[src/rtl/instr_loader_pkg.sv]
// Shared types and constants for the instruction loader.
package instr_loader_pkg;

    localparam int BYTES_PER_WORD = 4;
    localparam int WORD_WIDTH     = 32;

    typedef enum logic [2:0] {
        IDLE,
        RECV,
        WRITE,
        CHECK,
        DONE
    } state_t;

endpackage

[src/rtl/instr_loader_if.sv]
// Byte-stream input and instruction-memory write port of the loader.
interface instr_loader_if;
    import instr_loader_pkg::*;

    logic                  start;
    logic [7:0]            byte_in;
    logic                  byte_valid;
    logic                  byte_ready;
    logic                  mem_we;
    logic [WORD_WIDTH-1:0] mem_addr;
    logic [WORD_WIDTH-1:0] mem_wdata;
    logic                  busy;
    logic                  done;
    logic                  error;

    modport master (
        output start, byte_in, byte_valid,
        input  byte_ready, mem_we, mem_addr, mem_wdata, busy, done, error
    );

    modport slave (
        input  start, byte_in, byte_valid,
        output byte_ready, mem_we, mem_addr, mem_wdata, busy, done, error
    );

endinterface

[src/rtl/instr_loader_word_assembler.sv]
// Little-endian byte-to-word assembler; nextWord is the word completed by the
// byte currently offered, valid as a full word when wordDone is high.
module word_assembler
    import instr_loader_pkg::*;
(
    input  logic                  clk,
    input  logic                  reset,
    input  logic                  accept,
    input  logic [7:0]            byteIn,
    output logic [WORD_WIDTH-1:0] nextWord,
    output logic                  wordDone
);

    localparam int CNT_W = $clog2(BYTES_PER_WORD);

    // Earlier bytes shift down so the first accepted byte ends up in [7:0].
    logic [WORD_WIDTH-9:0] shiftReg;
    logic [CNT_W-1:0]      byteCnt;

    assign nextWord = {byteIn, shiftReg};
    assign wordDone = accept && (byteCnt == CNT_W'(BYTES_PER_WORD - 1));

    always_ff @(posedge clk) begin
        if (reset) begin
            shiftReg <= '0;
            byteCnt  <= '0;
        end else if (accept) begin
            shiftReg <= nextWord[WORD_WIDTH-1:8];
            byteCnt  <= byteCnt + CNT_W'(1);
        end
    end

endmodule

[src/rtl/instr_loader.sv]
// Streams bytes into NUM_INSTRUCTIONS instruction words and writes them out.
// Optional trailing checksum word compiled in with INSTR_LOADER_CHECKSUM_EN.
//
// state | meaning
// IDLE  | waiting for start after reset
// RECV  | accepting data bytes of the current word
// WRITE | one-cycle memory write of the assembled word
// CHECK | accepting the four checksum bytes
// DONE  | session complete, waiting for start
module instr_loader
    import instr_loader_pkg::*;
#(
    parameter int NUM_INSTRUCTIONS = 13
) (
    input  logic           clk,
    input  logic           reset,
    instr_loader_if.slave  bus
);

    localparam int IDX_W = $clog2(NUM_INSTRUCTIONS + 1);
    localparam logic [IDX_W-1:0] LAST_IDX = IDX_W'(NUM_INSTRUCTIONS);

    state_t                state;
    logic [IDX_W-1:0]      wordIdx;
    logic [IDX_W-1:0]      idxNext;
    logic                  accept;
    logic [WORD_WIDTH-1:0] nextWord;
    logic                  wordDone;

    assign accept  = bus.byte_valid & bus.byte_ready;
    assign idxNext = wordIdx + IDX_W'(1);

    word_assembler u_asm (
        .clk      (clk),
        .reset    (reset),
        .accept   (accept),
        .byteIn   (bus.byte_in),
        .nextWord (nextWord),
        .wordDone (wordDone)
    );

`ifdef INSTR_LOADER_CHECKSUM_EN
    logic [WORD_WIDTH-1:0] xorAcc;

    always_ff @(posedge clk) begin
        if (reset) begin
            xorAcc <= '0;
        end else if ((state == IDLE || state == DONE) && bus.start) begin
            xorAcc <= '0;
        end else if (state == RECV && wordDone) begin
            xorAcc <= xorAcc ^ nextWord;
        end
    end
`else
    assign bus.error = 1'b0;
`endif

    always_ff @(posedge clk) begin
        if (reset) begin
            state          <= IDLE;
            wordIdx        <= '0;
            bus.byte_ready <= 1'b0;
            bus.mem_we     <= 1'b0;
            bus.mem_addr   <= '0;
            bus.mem_wdata  <= '0;
            bus.busy       <= 1'b0;
            bus.done       <= 1'b0;
`ifdef INSTR_LOADER_CHECKSUM_EN
            bus.error      <= 1'b0;
`endif
        end else begin
            case (state)
                IDLE, DONE: begin
                    if (bus.start) begin
                        state          <= RECV;
                        wordIdx        <= '0;
                        bus.byte_ready <= 1'b1;
                        bus.busy       <= 1'b1;
                        bus.done       <= 1'b0;
`ifdef INSTR_LOADER_CHECKSUM_EN
                        bus.error      <= 1'b0;
`endif
                    end
                end
                RECV: begin
                    if (wordDone) begin
                        state          <= WRITE;
                        bus.byte_ready <= 1'b0;
                        bus.mem_we     <= 1'b1;
                        bus.mem_addr   <= WORD_WIDTH'(wordIdx) << 2;
                        bus.mem_wdata  <= nextWord;
                    end
                end
                WRITE: begin
                    bus.mem_we <= 1'b0;
                    wordIdx    <= idxNext;
                    if (idxNext == LAST_IDX) begin
`ifdef INSTR_LOADER_CHECKSUM_EN
                        state          <= CHECK;
                        bus.byte_ready <= 1'b1;
`else
                        state          <= DONE;
                        bus.busy       <= 1'b0;
                        bus.done       <= 1'b1;
`endif
                    end else begin
                        state          <= RECV;
                        bus.byte_ready <= 1'b1;
                    end
                end
`ifdef INSTR_LOADER_CHECKSUM_EN
                CHECK: begin
                    if (wordDone) begin
                        state          <= DONE;
                        bus.byte_ready <= 1'b0;
                        bus.busy       <= 1'b0;
                        bus.done       <= 1'b1;
                        bus.error      <= (nextWord != xorAcc);
                    end
                end
`endif
                default: begin
                    state          <= IDLE;
                    bus.byte_ready <= 1'b0;
                    bus.mem_we     <= 1'b0;
                    bus.busy       <= 1'b0;
                end
            endcase
        end
    end

endmodule

[src/flat_wrapper.sv]
// flat-port wrapper written by rule: the top's interface ports become plain ports
module instr_loader_flat import instr_loader_pkg::*;
#(
    parameter int NUM_INSTRUCTIONS = 13
)
  (clk, reset, bus_start, bus_byte_in, bus_byte_valid, bus_byte_ready, bus_mem_we, bus_mem_addr, bus_mem_wdata, bus_busy, bus_done, bus_error);
  instr_loader_if bus_i ();
  input  logic clk;
  input  logic reset;
  input wire logic [$bits(bus_i.start)-1:0] bus_start;
  input wire logic [$bits(bus_i.byte_in)-1:0] bus_byte_in;
  input wire logic [$bits(bus_i.byte_valid)-1:0] bus_byte_valid;
  output wire logic [$bits(bus_i.byte_ready)-1:0] bus_byte_ready;
  output wire logic [$bits(bus_i.mem_we)-1:0] bus_mem_we;
  output wire logic [$bits(bus_i.mem_addr)-1:0] bus_mem_addr;
  output wire logic [$bits(bus_i.mem_wdata)-1:0] bus_mem_wdata;
  output wire logic [$bits(bus_i.busy)-1:0] bus_busy;
  output wire logic [$bits(bus_i.done)-1:0] bus_done;
  output wire logic [$bits(bus_i.error)-1:0] bus_error;
  assign bus_i.start = bus_start;
  assign bus_i.byte_in = bus_byte_in;
  assign bus_i.byte_valid = bus_byte_valid;
  assign bus_byte_ready = bus_i.byte_ready;
  assign bus_mem_we = bus_i.mem_we;
  assign bus_mem_addr = bus_i.mem_addr;
  assign bus_mem_wdata = bus_i.mem_wdata;
  assign bus_busy = bus_i.busy;
  assign bus_done = bus_i.done;
  assign bus_error = bus_i.error;
  instr_loader #(.NUM_INSTRUCTIONS(NUM_INSTRUCTIONS)) u_core (.clk(clk), .reset(reset), .bus(bus_i));
endmodule
[config.mk]
export PLATFORM = sky130hd
export DESIGN_NAME = instr_loader_flat
export DESIGN_NICKNAME = d
export VERILOG_FILES = /design/src/rtl/instr_loader_pkg.sv /design/src/rtl/instr_loader_if.sv /design/src/rtl/instr_loader_word_assembler.sv /design/src/rtl/instr_loader.sv /design/src/flat_wrapper.sv
export SDC_FILE = /design/constraint.sdc
export NUM_CORES = 1
export LEC_CHECK = 0
export BUFFER_PORTS_ARGS = -buffer_cell sky130_fd_sc_hd__buf_2
export CORE_UTILIZATION = 40
export CTS_BUF_LIST = sky130_fd_sc_hd__clkbuf_2
export DETAILED_ROUTE_END_ITERATION = 7
export PLACE_DENSITY = 0.63
export SYNTH_ARGS = -nofsm -noshare
export SYNTH_HDL_FRONTEND = slang
export SYNTH_SLANG_ARGS = --single-unit
export TNS_END_PERCENT = 100
[constraint.sdc]
create_clock -name clk -period 1.6 [get_ports clk]
set_input_delay 0.32 -clock clk [delete_from_list [all_inputs] [get_ports clk]]
set_output_delay 0.32 -clock clk [all_outputs]
set_load 0.1 [all_outputs]
======== Yosys cells after proc, flatten, opt, wreduce, memory -nomap -nowiden ========
Index checks and enable logic that the tools add are counted.
W data, S select, Z words.
cells by class
  $mul .................................... 0
  bitwise operators ....................... 3
  equal/unequal tests ..................... 9
  divide/modulo/power cells ............... 0
  add/subtract/negate cells ............... 2
  reductions and logical operators ........ 11
  mux-type cells .......................... 17
  shifts and indexed selects .............. 0
  order comparisons ....................... 0
operators with widths
  kind                   count
  $mux W3                3
  $pmux W3 S3            1
  $reduce_and A3 Y1      3
  $pmux W4 S2            1
  $reduce_and A2 Y1      4
  $mux W1                7
  $ne A2 B2 Y1 const B   3
  $pmux W1 S3            2
  $add A4 B1 Y4 const B  1
  $eq A4 B4 Y1 const B   1
  $mux W4                1
  $pmux W1 S2            2
  $eq A3 B1 Y1 const B   1
  $eq A3 B2 Y1 const B   1
  $eq A3 B3 Y1 const B   1
  $logic_not A3 Y1       1
  $add A2 B1 Y2 const B  1
  $eq A2 B2 Y1 const B   1
  $ne A2 B1 Y1 const B   1
  $not A1 Y1             2
  $reduce_bool A2 Y1     1
  $reduce_or A2 Y1       1
  $and A1 B1 Y1          1
  $logic_and A1 B1 Y1    1
storage, ports and cells
  flip-flop bits (word level) ............. 73
  memory bits (writable) .................. 0
  memories ................................ 0
  latch bits .............................. 0
  input bits .............................. 12
  bits in read-only memories .............. 0
  output and inout port bits .............. 69

======== Logic depth before layout (Yosys ltp) ========
Gate-level depths: netlist of run 1.
  word-level depth ........................ 4
  depth in mapped cells ................... 6

======== Cells and area by module ========
A second synthesis of run 1 with hierarchy kept.
second synthesis, totals
  cell total of the unflattened synthesis .. 358
  area, all modules ....................... 3143.0 µm²
modules (own cells, without submodules)
  module          seq. area each (µm²)  area an instance (µm²)  cells each  times used
  instr_loader    940.9                 2119.5                  264         1
  word_assembler  520.5                 1023.5                  94          1

======== Least setup slack after synthesis of run 1 ========
Ideal clock, no wire load.
  path kind ............................... flip-flop to flip-flop
  from .................................... reg u_core.bus.byte_ready
  to ...................................... reg u_core.bus.mem_wdata[11]
  arrival ................................. 1.934 ns
  required time ........................... 1.468 ns
  setup slack ............................. -0.467 ns
  cell stages (with the launch flop) ...... 7
  buffers on the path ..................... 2
  cell sequence ........................... dfxtp_1 -> and2_1 -> buf_2 -> nand4_4 -> buf_2 -> nand2_1 -> a21oi_1
on the way
  cells in the longest elaborated chain, start to end .. 3
ends and longest elaborated chain
  element                             line                               source
  from (decl)                         instr_loader_if.sv:23              output byte_ready, mem_we, mem_addr, mem_wdata, busy, done, error
  from (signal assigned)              instr_loader.sv:62                 bus.byte_ready <= 1'b0;
  from (signal assigned)              instr_loader.sv:77                 bus.byte_ready <= 1'b1;
  from (signal assigned)              instr_loader.sv:88                 bus.byte_ready <= 1'b0;
  $and A1 B1 Y1                       instr_loader.sv:30                 assign accept = bus.byte_valid & bus.byte_ready;
  $logic_and A1 B1 Y1                 instr_loader_word_assembler.sv:21  assign wordDone = accept && (byteCnt == CNT_W'(BYTES_PER_WORD - 1));
  $reduce_and A2 Y1 (no source line)  --
  to (signal assigned)                instr_loader.sv:91                 bus.mem_wdata <= nextWord;
  to (decl)                           instr_loader_if.sv:23
Every way passes these cells.
A chain may end at the register's enable or synchronous reset.

======== Worst setup path after layout of run 1 ========
  from .................................... reg u_core.wordIdx[0]
  to ...................................... reg u_core.bus.byte_ready
on the way
  cells in the longest elaborated chain, start to end .. 4
ends and longest elaborated chain
  element                             line                 source
  from (decl)                         instr_loader.sv:24   logic [IDX_W-1:0] wordIdx;
  from (signal assigned)              instr_loader.sv:96   wordIdx <= idxNext;
  $add A4 B1 Y4                       instr_loader.sv:31   assign idxNext = wordIdx + IDX_W'(1);
  $eq A4 B4 Y1                        instr_loader.sv:97   if (idxNext == LAST_IDX) begin
  $ne A2 B2 Y1 (no source line)       --
  $reduce_and A3 Y1 (no source line)  --
  to (signal assigned)                instr_loader.sv:88
  to (signal assigned)                instr_loader.sv:108  bus.byte_ready <= 1'b1;
  to (signal assigned)                instr_loader.sv:124  bus.byte_ready <= 1'b0;
Every way passes these cells.

==> run summary, run 1 <==
## Synth
- cell type contributing the most total cell area after synthesis: sky130_fd_sc_hd__dfxtp_1
- most common flop cell mapped by yosys: sky130_fd_sc_hd__dfxtp_1
- cells after synthesis: 377
- asr flop ratio synth: 0%
- synth top area cells: sky130_fd_sc_hd__dfxtp_1, sky130_fd_sc_hd__nand2_1, sky130_fd_sc_hd__a21oi_1
- post-synth design cell area: 3010 um2
- synth unique cells: 37
- fraction of post-synthesis cell area in the top cell type by area: 48.6%
- sequential area share after synthesis: 48.6%
- number of synthesized flops with an enable pin: 0
- count of state elements after synthesis: 73
- Syn Area/Cell: 7.98 um2
- total number of yosys warnings: 0

## Die
- die extent in x: 88.7 um
- initial standard-cell utilization of the core: 41.5%
- die footprint: 7870 um2
- total core area: 7250 um2
- height of the die: 88.7 um
- count of standard-cell rows: 31
- Top Ports: 81

## Global routing
- wire length of the first global-routing pass: 10400 um
- GRT Resource Usage Total: 17.2%
- overflow left after global routing: 0
- via count of the first global-routing pass: 2228
- maximum number of pins on one net before global-route repair: 59
- number of antenna violations at the first check in global routing: 0

## Setup path
- largest driver fanout on the critical path: 7
- critical path capture point type: flip-flop
- critical path launch point type: flip-flop
- critical path cell sequence: ha_1, nor2b_1, a21o_1, a31o_2, a31oi_1
- critical-path cell with the highest stage delay: sky130_fd_sc_hd__dfxtp_2
- dominant delay contributor by cell family on the critical path: compound AO/OA/AOI/OAI gates
- worst path bufs/invs: 0
- biggest cell delay along the critical path: 400 ps
- Setup Crit Path Kind: reg -> reg
- arrival time of the worst setup path: 1870 ps
- endpoint required time on the critical path: 1980 ps

## Timing
- RSZ-0062 raised after global routing: false
- final setup violating endpoints: 0
- pin slew with the least headroom to its limit: 576 ps
- Final Hold Vio Count: 0
- final setup TNS: 0 ps
- Layout Skew: 27.1 ps
- final worst path period need: 1480 ps
- worst hold slack: 66.8 ps
- period utilisation layout: 92.8%
- max-slew violation count: 0
- slew margin rel.: 61.6%
- Fmax achieved: 674 MHz

## Power and ir drop
- overall power consumption: 3720 uW
- worst IR drop on VDD: 688 uV
- LEAKAGE: 0.00136 uW
- total power per unit cell area: 1060 nW/um2

## Finish
- antenna diode count: 0
- sequential cell area in the final layout: 1470 um2
- ratio of cells with drive above 1 in the final layout: 20.5%
- final net count: 439
- final core utilization: 48.5%
- area of combinational cells with multiple inputs: 1300 um2
- Area Growth Syn to Fin: 16.9%
- final-layout fill cell count: 723

## Drt
- number of iterations in the first detailed-routing pass: 4
- DRC marker count from the first detailed-route iteration: 112
- ANT nets after route: 0
- vias post-DR: 2477
- vias per cell: 4.69
- Avg WL per Cell: 11.5 um
- DRC violations left: 0
- wirelength, routed: 6070 um

## CTS
- depth of the CTS H-tree: 3
- clk_lat worst skew: 470 ps
- CTS tree: yes
- Post-CTS Hold Buffers: 0
- TritonCTS buffer count: 9
- number of setup buffers added after CTS: 0
- Max Buffers Root-to-Sink: 2
- clock-pin transition on the worst setup and hold timing paths: 210 ps
- number of sinks handled by clock tree synthesis: 73
- root buf cell: sky130_fd_sc_hd__clkbuf_2

## Run status
- result of the run: complete, no violations

## Placed design
- post-DP HPWL: 4020 um
- GPL Wtd Cong: 0.852
- count of buffers from port buffering: 51

## Hold path
- path type of the worst min-delay path: in -> reg

## Job
- max_cap viols: 0

==> per-stage QoR <==
step / instance area, um2 / cells / setup WS [ps]
after floorplan: 3120 / 405 / 66.6
after global placement: 3250 / 512 / 144
after detailed placement: 3250 / 512 / 123
after CTS: 3510 / 528 / 61.7
after global routing: 3510 / 528 / 10.2
final: 3510 / 528 / 115
==> cells in the mapped netlist, types with 3 or more instances <==
| library cell | n |
|---|---|
| sky130_fd_sc_hd__a31oi_1 | 4 |
| sky130_fd_sc_hd__a21oi_1 | 65 |
| sky130_fd_sc_hd__nor3_1 | 3 |
| sky130_fd_sc_hd__nand2_1 | 128 |
| sky130_fd_sc_hd__nor2b_1 | 3 |
| sky130_fd_sc_hd__nand3_1 | 3 |
| sky130_fd_sc_hd__buf_4 | 30 |
| sky130_fd_sc_hd__inv_1 | 3 |
| sky130_fd_sc_hd__ha_1 | 3 |
| sky130_fd_sc_hd__clkbuf_1 | 7 |
| sky130_fd_sc_hd__buf_2 | 13 |
| sky130_fd_sc_hd__o21ai_0 | 4 |
| sky130_fd_sc_hd__nor2_1 | 8 |
| sky130_fd_sc_hd__dfxtp_1 | 73 |
==> timing repair <==
item | CTS | global route
hold endpoints to repair | 0 | 0
setup endpoints to repair | 40 | 10
resized for setup | 40 | 2
==> routing by layer <==
| layer | part of all wire, % | GRT usage (%) | up-vias |
|---|---|---|---|
| met5 | 0 | 0 | - |
| met4 | 1.2 | 7.04 | 0 |
| met3 | 5.2 | 3.45 | 8 |
| met2 | 47 | 27.3 | 70 |
| met1 | 47 | 22.8 | 1117 |
| li1 | - | - | 1282 |
==> worst register-to-register path, cell delays in order (launching register included) <==
cell	delay, ps
sky130_fd_sc_hd__dfxtp_2	400
sky130_fd_sc_hd__ha_1	240
sky130_fd_sc_hd__nor2b_1	160
sky130_fd_sc_hd__a21o_1	170
sky130_fd_sc_hd__a31o_2	270
sky130_fd_sc_hd__a31oi_1	190
==> where the power goes <==
part,total [uW],internal [uW],leakage (uW),switching (uW)
Combinational,510,66.1,0.000672,444
Clock,1330,689,0.0000927,641
Sequential,1880,1850,0.000590,33.9
==> cell type report <==
cell class | count | area share (%)
Inverter | 3 | 0.320
Timing Repair Buffer | 61 | 12.6
Tap cell | 99 | 3.52
Sequential cell | 73 | 41.8
Clock buffer | 10 | 1.42
Clock inverter | 6 | 3.28
Multi-Input combinational cell | 276 | 37.1
==> logic make-up after synthesis <==
group                      Yosys count  share of synthesized area [%]
and+or+nand+nor                    160                           23.0
AOI/OAI and AO/OA                   83                           15.2
DFF                                 73                           48.6
buffers and inverters               56                           11.5
adders and majority gates            3                           1.25
xor gates and xnor gates             1                          0.291
other                                1                          0.125
==> flip-flops by register name (all words and copies together) (netlist names) <==
register and cells:
u_core.wordIdx 4, u_core.u_asm.shiftReg 24, u_core.bus.mem_addr 4, u_core.bus.mem_we 1, u_core.bus.done 1, u_core.bus.busy 1, u_core.bus.mem_wdata 32, u_core.state 3
u_core.bus.byte_ready 1, u_core.u_asm.byteCnt 2
==> path summary, 6_finish.rpt <==
kind | start | end | slack [ps] | depth (start not counted)
setup / recovery | u_core.wordIdx[0] | u_core.bus.byte_ready | 120 | 5
hold / removal | bus_byte_in[0] | u_core.u_asm.shiftReg[16] | 70 | 3
setup reg to reg | u_core.wordIdx[0] | u_core.bus.byte_ready | 120 | 5
hold reg to reg | u_core.u_asm.shiftReg[4] | u_core.bus.mem_wdata[4] | 430 | 2
==> layout by cell type, fill, tap and decap left out, types with 3 or more instances in the layout <==
master | Yosys | routed
sky130_fd_sc_hd__a21oi_1 | 65 | 65
sky130_fd_sc_hd__a31oi_1 | 4 | 4
sky130_fd_sc_hd__buf_2 | 13 | 11
sky130_fd_sc_hd__buf_4 | 30 | 49
sky130_fd_sc_hd__bufinv_16 | 0 | 3
sky130_fd_sc_hd__clkbuf_2 | 0 | 10
sky130_fd_sc_hd__conb_1 | 1 | 29
sky130_fd_sc_hd__dfxtp_1 | 73 | 70
sky130_fd_sc_hd__ha_1 | 3 | 3
sky130_fd_sc_hd__inv_1 | 3 | 3
sky130_fd_sc_hd__nand2_1 | 128 | 128
sky130_fd_sc_hd__nand3_1 | 3 | 3
sky130_fd_sc_hd__nor2_1 | 8 | 8
sky130_fd_sc_hd__nor2b_1 | 3 | 3
sky130_fd_sc_hd__nor3_1 | 3 | 3
sky130_fd_sc_hd__o21ai_0 | 4 | 4
(Power assumes the default switching activity.)
==> run 2, diff against run 1 <==
--- a/config.mk
+++ b/config.mk
@@ -12,2 +12,3 @@
 export PLACE_DENSITY = 0.63
+export SLEW_MARGIN = 25
 export SYNTH_ARGS = -nofsm -noshare
==> constraint.sdc (replaced) <==
create_clock -name clk -period 1.6 [get_ports clk]
set_input_delay 0.08 -clock clk [delete_from_list [all_inputs] [get_ports clk]]
set_output_delay 0.08 -clock clk [all_outputs]
set_load 0.005 [all_outputs]
==> run summary, run 2 (synthesized netlist as in run 1, its figures left out) <==
## Run status
- result of the run: complete, no violations

## Setup path
- largest driver fanout on the critical path: 9, +2
- number of cells on the worst reg-to-reg path: 3, -2
- critical path launch point type: flip-flop
- Setup Crit Path Kind: reg -> reg
- flop2flop setup slack: 100 ps, -20 ps
- origin of the critical flop-to-flop path: u_core.state[1]
- arrival time of the worst setup path: 1950 ps, +80 ps
- critical path capture point type: flip-flop
- end of the worst register-to-register path: u_core.wordIdx[3]
- endpoint required time on the critical path: 2050 ps, +70 ps

## Global routing
- via count of the first global-routing pass: 2356, +5.7%
- overflow left after global routing: 0, unchanged
- number of antenna violations at the first check in global routing: 0, unchanged
- wire length of the first global-routing pass: 10700 um, +2.5%
- maximum number of pins on one net before global-route repair: 43, -27%
- GRT Resource Usage Total: 17.7%, +0.54 points

## CTS
- root buf cell: sky130_fd_sc_hd__clkbuf_2
- TritonCTS buffer count: 9, unchanged
- clk_lat worst skew: 510 ps, +40 ps
- clock-pin transition on the worst setup and hold timing paths: 200 ps, about the same
- Max Buffers Root-to-Sink: 2, unchanged
- number of setup buffers added after CTS: 0, unchanged
- depth of the CTS H-tree: 3, unchanged
- CTS tree: yes
- number of sinks handled by clock tree synthesis: 73, unchanged

## Finish
- max reg flops: 32, unchanged
- antenna diode count: 0, unchanged
- largest registers: u_core.bus.mem_wdata (32), u_core.u_asm.shiftReg (24)
- final net count: 454, +3.4%
- post-route non-filler standard cell count: 543, +2.8%
- Area Growth Syn to Fin: 16.8%, about the same
- top library cells by usage in the layout, fill and taps aside: sky130_fd_sc_hd__nand2_1, sky130_fd_sc_hd__dfxtp_1, sky130_fd_sc_hd__a21oi_1
- final-layout fill cell count: 759, +5.0%
- Reg with most FFs: u_core.bus.mem_wdata
- most common cell after layout, fill and taps aside: sky130_fd_sc_hd__nand2_1
- ratio of cells with drive above 1 in the final layout: 20.7%, +0.21 points

## Timing
- Final Hold Vio Count: 0, unchanged
- RSZ-0062 raised after global routing: false
- final worst path period need: 1500 ps, +17.2 ps
- period utilisation layout: 93.9%, +1.1 points
- Layout Skew: 18.0 ps, -9.13 ps
- Fmax achieved: 666 MHz, -1.1%
- final setup violating endpoints: 0, unchanged
- worst hold slack: 358 ps, +292 ps
- final setup TNS: 0 ps, unchanged
- max-slew violation count: 0, unchanged

## Placed design
- post-DP HPWL: 4120 um, +2.6%
- number of instances in the placed design: 516, +0.78%
- count of buffers from port buffering: 51, unchanged
- GPL Wtd Cong: 0.792, -7.1%

## Power and ir drop
- worst IR drop on VDD: 458 uV, -33%
- total power per unit cell area: 901 nW/um2, -15%
- LEAKAGE: 0.00141 uW, +4.2%

## Drt
- number of iterations in the first detailed-routing pass: 4, unchanged
- vias post-DR: 2573, +3.9%
- DRC marker count from the first detailed-route iteration: 101, -9.8%
- wirelength, routed: 6310 um, +4.0%
- ANT nets after route: 0, unchanged
- Avg WL per Cell: 11.6 um, +1.1%
- vias per cell: 4.74, +1.0%
- DRC violations left: 0, unchanged

## Job
- max_cap viols: 0, unchanged

## Die
- die footprint: 7870 um2, unchanged
- initial standard-cell utilization of the core: 41.5%, unchanged
- height of the die: 88.7 um, unchanged
- die extent in x: 88.7 um, unchanged
- total core area: 7250 um2, unchanged
- Top Ports: 81, unchanged
- count of standard-cell rows: 31, unchanged

## Hold path
- end of the worst hold path: u_core.bus.mem_wdata[24]
- path type of the worst min-delay path: in -> reg
- hold path depth: 4, +1
- Hold Path Origin: bus_byte_in[0]

[run 2: changes by cell type in the layout (fill, tap and decap cells not counted), moves of 2 or more]
cell / before / now
sky130_fd_sc_hd__buf_4: 49 / 13
sky130_fd_sc_hd__dlygate4sd3_1: 0 / 11
sky130_fd_sc_hd__bufinv_16: 3 / 1
sky130_fd_sc_hd__buf_2: 11 / 51
sky130_fd_sc_hd__clkinv_4: 1 / 3
[run 2: repair_timing]
| action | 4_1_cts | 5_1_grt |
|---|---|---|
| setup endpoints to repair | 0 | 5 |
| endpoints found under the hold margin | 21 | 0 |
| gates resized for setup | 0 | 3 |
| hold buffers | 11 | 0 |
[run 2: per-stage QoR]
| stage | power (uW) | area (um2) | setup slack [ps] | utilization (%) |
|---|---|---|---|---|
| 2_1_floorplan | 2100 | 3110 | 216 | - |
| 3_3_place_gp | 2110 | 3270 | 174 | 45.1 |
| 3_5_place_dp | 2110 | 3270 | 132 | 45.1 |
| 4_1_cts | 3200 | 3510 | 89.3 | 48.4 |
| 5_1_grt | 3330 | 3510 | 15.5 | 48.4 |
| 6_report | 3160 | 3510 | 98.3 | 48.4 |
[run 2: layout make-up]
type	instances	area (um2)	area share, %
clock buffers	9	45.0	1.28
clock inverters	7	78.8	2.24
inverters	3	11.3	0.321
multi-input cells	276	1310	37.2
flip-flops and latches	73	1460	41.7
well taps	99	124	3.53
repair buffers	76	483	13.8
[run 2: report_power, final]
| group | internal [uW] | switching [uW] | leakage (uW) |
|---|---|---|---|
| clock | 379 | 686 | 0.0000768 |
| combinational | 88.4 | 135 | 0.000745 |
| sequential | 1850 | 27.9 | 0.000590 |
[run 2: routing by layer]
layer	part of all wire, %	wire length [um]	global-route usage, %	up-vias
met5	0	0	0	-
met2	46	2910	28.8	80
met3	5.3	333	3.92	11
met1	47	2950	22.2	1167
met4	1.9	119	8.94	0
li1	-	-	-	1315
[run 2: worst max path at each step]
stage / to / startpoint / slack [ps]
2_1_floorplan: u_core.state[0] / u_core.wordIdx[0] / 220
5_1_grt: u_core.bus.mem_wdata[23] / u_core.u_asm.byteCnt[0] / 20
3_3_place_gp: u_core.state[0] / u_core.wordIdx[0] / 170
4_1_cts: u_core.state[0] / u_core.wordIdx[0] / 90
3_5_place_dp: u_core.state[0] / u_core.wordIdx[0] / 130
6_report: u_core.wordIdx[3] / u_core.state[1] / 100
[run 2: critical path: stages, from the launching register on]
cell and delay, ps:
sky130_fd_sc_hd__dfxtp_1 540, sky130_fd_sc_hd__or3b_4 440, sky130_fd_sc_hd__or3_1 350, sky130_fd_sc_hd__a21oi_1 140
